<file path="src/rtl/lbp_update_queue.sv">
// lbp_update_queue: FIFO decoupling branch resolutions from the local branch predictor update port
//   clk_i, rst_ni      clock, async active-low reset
//   flush_bp_i         empties the queue at the next edge
//   debug_mode_i       ignores new resolutions, freezes and hides stored entries
//   resolved_i         resolved branch, pushed when .valid
//   bht_update_o       head entry toward the predictor, update_ready_i pops it
//   occupancy_o/full_o registered fill state; drop_cnt_o saturating overflow count
package lbp_update_queue_pkg;
  localparam int unsigned VLEN = 32;
  typedef struct packed {
    logic [7:0] index;
  } bht_meta_t;
  typedef struct packed {
    logic            valid;
    logic [VLEN-1:0] pc;
    logic            taken;
    bht_meta_t       metadata;
  } bht_update_t;
endpackage

module lbp_update_queue #(
  parameter type         bht_update_t   = lbp_update_queue_pkg::bht_update_t,
  parameter int unsigned DEPTH          = 4,
  parameter int unsigned DROP_CNT_WIDTH = 16
) (
  input  logic                          clk_i,
  input  logic                          rst_ni,
  input  logic                          flush_bp_i,
  input  logic                          debug_mode_i,
  input  bht_update_t                   resolved_i,
  output bht_update_t                   bht_update_o,
  input  logic                          update_ready_i,
  output logic [$clog2(DEPTH):0]        occupancy_o,
  output logic                          full_o,
  output logic [DROP_CNT_WIDTH-1:0]     drop_cnt_o
);
  localparam int unsigned PW = $clog2(DEPTH);
  localparam int unsigned OW = PW + 1;
  bht_update_t mem_q [DEPTH];
  logic [PW-1:0] rd_q, rd_d, wr_q, wr_d;
  logic [OW-1:0] occ_q, occ_d;
  logic [DROP_CNT_WIDTH-1:0] drop_q, drop_d;
  logic out_valid, full, push_req, pop, push, drop;
  assign full      = occ_q == OW'(DEPTH);
  assign out_valid = occ_q != '0 && !debug_mode_i;
  assign push_req  = resolved_i.valid && !debug_mode_i && !flush_bp_i;
  // a flush cancels the pop even though the head is still presented this cycle
  assign pop       = out_valid && update_ready_i && !flush_bp_i;
  // when full, a same-cycle pop frees the slot the push lands in
  assign push      = push_req && (!full || pop);
  assign drop      = push_req && full && !pop;
  always_comb begin
    rd_d   = flush_bp_i ? '0 : rd_q + PW'(pop);
    wr_d   = flush_bp_i ? '0 : wr_q + PW'(push);
    occ_d  = flush_bp_i ? '0 : occ_q + OW'(push) - OW'(pop);
    drop_d = (drop && drop_q != '1) ? drop_q + DROP_CNT_WIDTH'(1) : drop_q;
  end
  always_ff @(posedge clk_i or negedge rst_ni) begin
    if (!rst_ni) begin
      rd_q   <= '0;
      wr_q   <= '0;
      occ_q  <= '0;
      drop_q <= '0;
    end else begin
      rd_q   <= rd_d;
      wr_q   <= wr_d;
      occ_q  <= occ_d;
      drop_q <= drop_d;
    end
  end
  always_ff @(posedge clk_i) begin
    if (push) mem_q[wr_q] <= resolved_i;
  end
  always_comb begin
    bht_update_o = '0;
    if (out_valid) begin
      bht_update_o       = mem_q[rd_q];
      bht_update_o.valid = 1'b1;
    end
  end
  assign occupancy_o = occ_q;
  assign full_o      = full;
  assign drop_cnt_o  = drop_q;
endmodule

</file>
<file path="config.mk">
export PLATFORM = sky130hd
export DESIGN_NAME = lbp_update_queue
export DESIGN_NICKNAME = d
export VERILOG_FILES = /design/src/rtl/lbp_update_queue.sv
export SDC_FILE = /design/constraint.sdc
export NUM_CORES = 1
export LEC_CHECK = 0
export CAP_MARGIN = 0
export CORE_ASPECT_RATIO = 1.2
export CORE_MARGIN = 2
export CORE_UTILIZATION = 25
export DETAILED_ROUTE_END_ITERATION = 6
export MAX_ROUTING_LAYER = met4
export PLACE_DENSITY = 0.42
export SYNTH_ARGS = -nofsm -noshare
export SYNTH_HDL_FRONTEND = slang
export SYNTH_SLANG_ARGS = --single-unit
</file>
<file path="constraint.sdc">
create_clock -name clk_i -period 12.6 [get_ports clk_i]
set_input_delay 1.26 -clock clk_i [delete_from_list [all_inputs] [get_ports clk_i]]
set_output_delay 1.26 -clock clk_i [all_outputs]
set_load 0.05 [all_outputs]
</file>
==> impl_metrics.csv <==
group,metric,value,unit
cts,clock_path_buffers,2,
cts,cts_buffers,17,
timing,worst_pin_slew,1104,ps
floorplanning,design.core.area,28930,sq um
min_path,holdCritStartpoint,"drop_cnt_o[13]$_DFFE_PN0P_",
timing,setup_viol,0,
synthesis,ys_seq_area_frac,0.7439,
setup_path,r2r_start,"occupancy_o[1]$_DFF_PN0_",
cells_and_area,design_area,9557,sq um
synthesis,ys_ff_latch,187,
synthesis,synth_compound_gate_area_share,0.003554,
power_and_ir_drop,leakage,3.069,nW
placed_design,preCtsSetupSlack,7641,ps
cts,tritoncts,"done",
timing,timing.final.crit_share,0.3880,
synthesis,yosysWarnings,0,
placed_design,gp_congestion,0.6867,
synthesis,synthCells,371,
global_routing,grt_pass1_wl,23490,um
route,vias,3709,
cts,cts_num_sinks,187,
power_and_ir_drop,max-vdd-ir-drop,0.07947,mV
run,maxCapViolCount,0,
synthesis,synth.avg_cell_area,19.93,sq um
floorplanning,dieWidth,161.0,um
route,drt-total-wl,15880,um
route,ant_nets,0,
synthesis,synthAdderAreaFrac,0.009477,
global_routing,track_usage,0.1087,
timing,max_freq,204.6,MHz
setup_path,r2r_setup_slack,9560,ps
setup_path,endpoint_kind,"output pin",
cts,htreeDepth,4,
synthesis,netlist_area,7393,sq um
cells_and_area,nNetsFinal,538,
floorplanning,start_util,0.2556,
setup_path,cp_max_fo,43,
cts,post_cts_resized,0,
cells_and_area,n_fill_cell,2818,
cells_and_area,drive_gt1_frac,0.1944,
cts,clkTransAtPathRegs,70,ps
route,via_per_inst,4.191,
global_routing,grt_pass1_vias,3922,
timing,grt_setup_unrepaired,"false",
power_and_ir_drop,p_per_area,145.5,nW/um^2
cells_and_area,layout_commonest_cell,"edfxtp_1",
setup_path,reg2reg_depth,11,
min_path,worstHoldPathType,"reg -> reg",
placed_design,hpwl,9342,um
route,first_iter_violations,170,
floorplanning,die_y,192.4,um
timing,hold_viol,0,
synthesis,synth.top_cell.area_share,0.6661,
floorplanning,io-pin-count,109,
route,drc_errors,0,
global_routing,grt_max_degree,44,
synthesis,synth_fp_nets,423,
setup_path,crit_type,"in -> out",
timing,maxSlewHeadroom,0.2614,
synthesis,ys_async_sr_fraction,0.1230,
setup_path,r2r-end,"occupancy_o[2]$_DFF_PN0_",
cts,cts-root-buf,"clkbuf_16",
global_routing,grt-ovfl-total,0,
cells_and_area,utilization,0.3304,
route,firstDrtPassIters,4,
synthesis,synth_cell_type_count,38,
min_path,holdPathEnd,"drop_cnt_o[13]$_DFFE_PN0P_",
placed_design,io_buffers,108,
synthesis,synth-edff-count,164,
placed_design,post_dp_cell_area,8945,sq um
cts,clock_latency,430,ps
synthesis,synth_area_leaders,"edfxtp_1, mux4_2, dfrtp_1",
setup_path,arrival,3630,ps
synthesis,synthFlopType,"edfxtp_1",
timing,fin_setup_tns,0,ps
synthesis,synth_xor_area_frac,0.02014,
synthesis,synth_mux_area_frac,0.1279,
run_status,run_status,"completed",
timing,fin_ws,7711,ps
floorplanning,core.rowCount,68,
timing,period_needed,4889,ps
synthesis,synth_top_family_by_area,"multiplexers",
timing,finClkSkew,8.847,ps
cts,cts_hold_buf,0,
synthesis,synth-simple-area-share,0.08123,
timing,holdWs,494.7,ps
floorplanning,dieArea,30970,sq um
cts,cts_setup_buffers,0,
synthesis,synth_largest_area_cell,"edfxtp_1",
setup_path,start_kind,"input pin",
timing,slew_viol_final,0,
min_path,holdPathStages,1,
setup_path,required,11340,ps
cells_and_area,syn_to_final_growth,29.26,%
cells_and_area,final_cell_mix,"edfxtp_1, clkdlybuf4s50_1, nor2b_1, mux4_2, dfrtp_1",
route,avgRoutedWirePerCell,17.95,um
global_routing,antenna_found_initial,1,
[layout make-up]
| cell class | count | area (sq um) | area share |
|---|---|---|---|
| inverter | 5 | 18.77 | 0.001964 |
| clock buffer | 22 | 506.7 | 0.05302 |
| clock inverter | 10 | 102.6 | 0.01074 |
| timing repair buffer | 114 | 1126 | 0.1178 |
| antenna | 1 | 2.502 | 0.0002618 |
| sequential | 187 | 5505 | 0.5761 |
| tap | 385 | 481.7 | 0.05041 |
| multi-input combinational | 161 | 1813 | 0.1897 |
[cells by family (layout without fill, tap and decap cells)]
kind of cell               Yosys count  after routing
xor gates and xnor gates            17             17
muxes                               43             43
adders and majority gates            5              5
buffers and inverters               23            151
and+or+nand+nor                     92             92
other                                0              1
DFF                                187            187
AOI/OAI and AO/OA                    4              4
[worst max-delay path, cell delays in order]
cell and delay (ps):
clkdlybuf4s50_1 420, or2_2 690, nor2b_1 370, clkdlybuf4s50_1 860
[report_power, final]
group          internal, mW  switching (mW)
combinational        0.0608          0.0965
sequential            0.684          0.0110
clock                 0.309           0.229
total                  1.05           0.337
[Yosys cell counts (2+ instances only)]
master	instances
nand2_1	5
ha_1	4
mux2_1	2
nor2b_1	44
and3_1	3
clkbuf_1	10
nor3b_2	2
xnor2_1	12
buf_2	6
edfxtp_1	164
nor3_1	2
xor2_1	5
buf_4	2
nand4_1	6
mux4_2	41
dfrtp_1	23
nand3_1	5
nor2_1	9
inv_1	5
nor3b_1	2
a21oi_1	2
[flip-flops by register name, summed over array words and instances, names as in the netlist]
name / flops
rd_q: 2
occupancy_o: 3
wr_q: 2
drop_cnt_o: 16
mem_q: 164
[metal layers]
metal  vias up  global-route usage  wire length, um
met2        76              0.1841             8176
li1       1691                   -                -
met4         0             0.03297              171
met3        10             0.03288              611
met1      1932              0.1250             6923
met5         -                   -                0
[worst max-delay path by stage]
stage            startpoint  cells after the start                    end
6_report       debug_mode_i                      4        bht_update_o[0]
5_1_grt        debug_mode_i                      4       bht_update_o[33]
4_1_cts        debug_mode_i                      4       bht_update_o[33]
3_5_place_dp   debug_mode_i                      4       bht_update_o[33]
3_3_place_gp   debug_mode_i                      4       bht_update_o[33]
2_1_floorplan    flush_bp_i                      4  mem_q[0][0]$_DFFE_PP_
[stage by stage]
step / power (mW) / std cells
after global routing: 1.448 / 885
after detailed placement: 0.8691 / 852
after floorplan: 0.8029 / 371
after CTS: 1.413 / 884
final: 1.390 / 885
after global placement: 0.8672 / 852
Power figures use the tool's default switching activity.
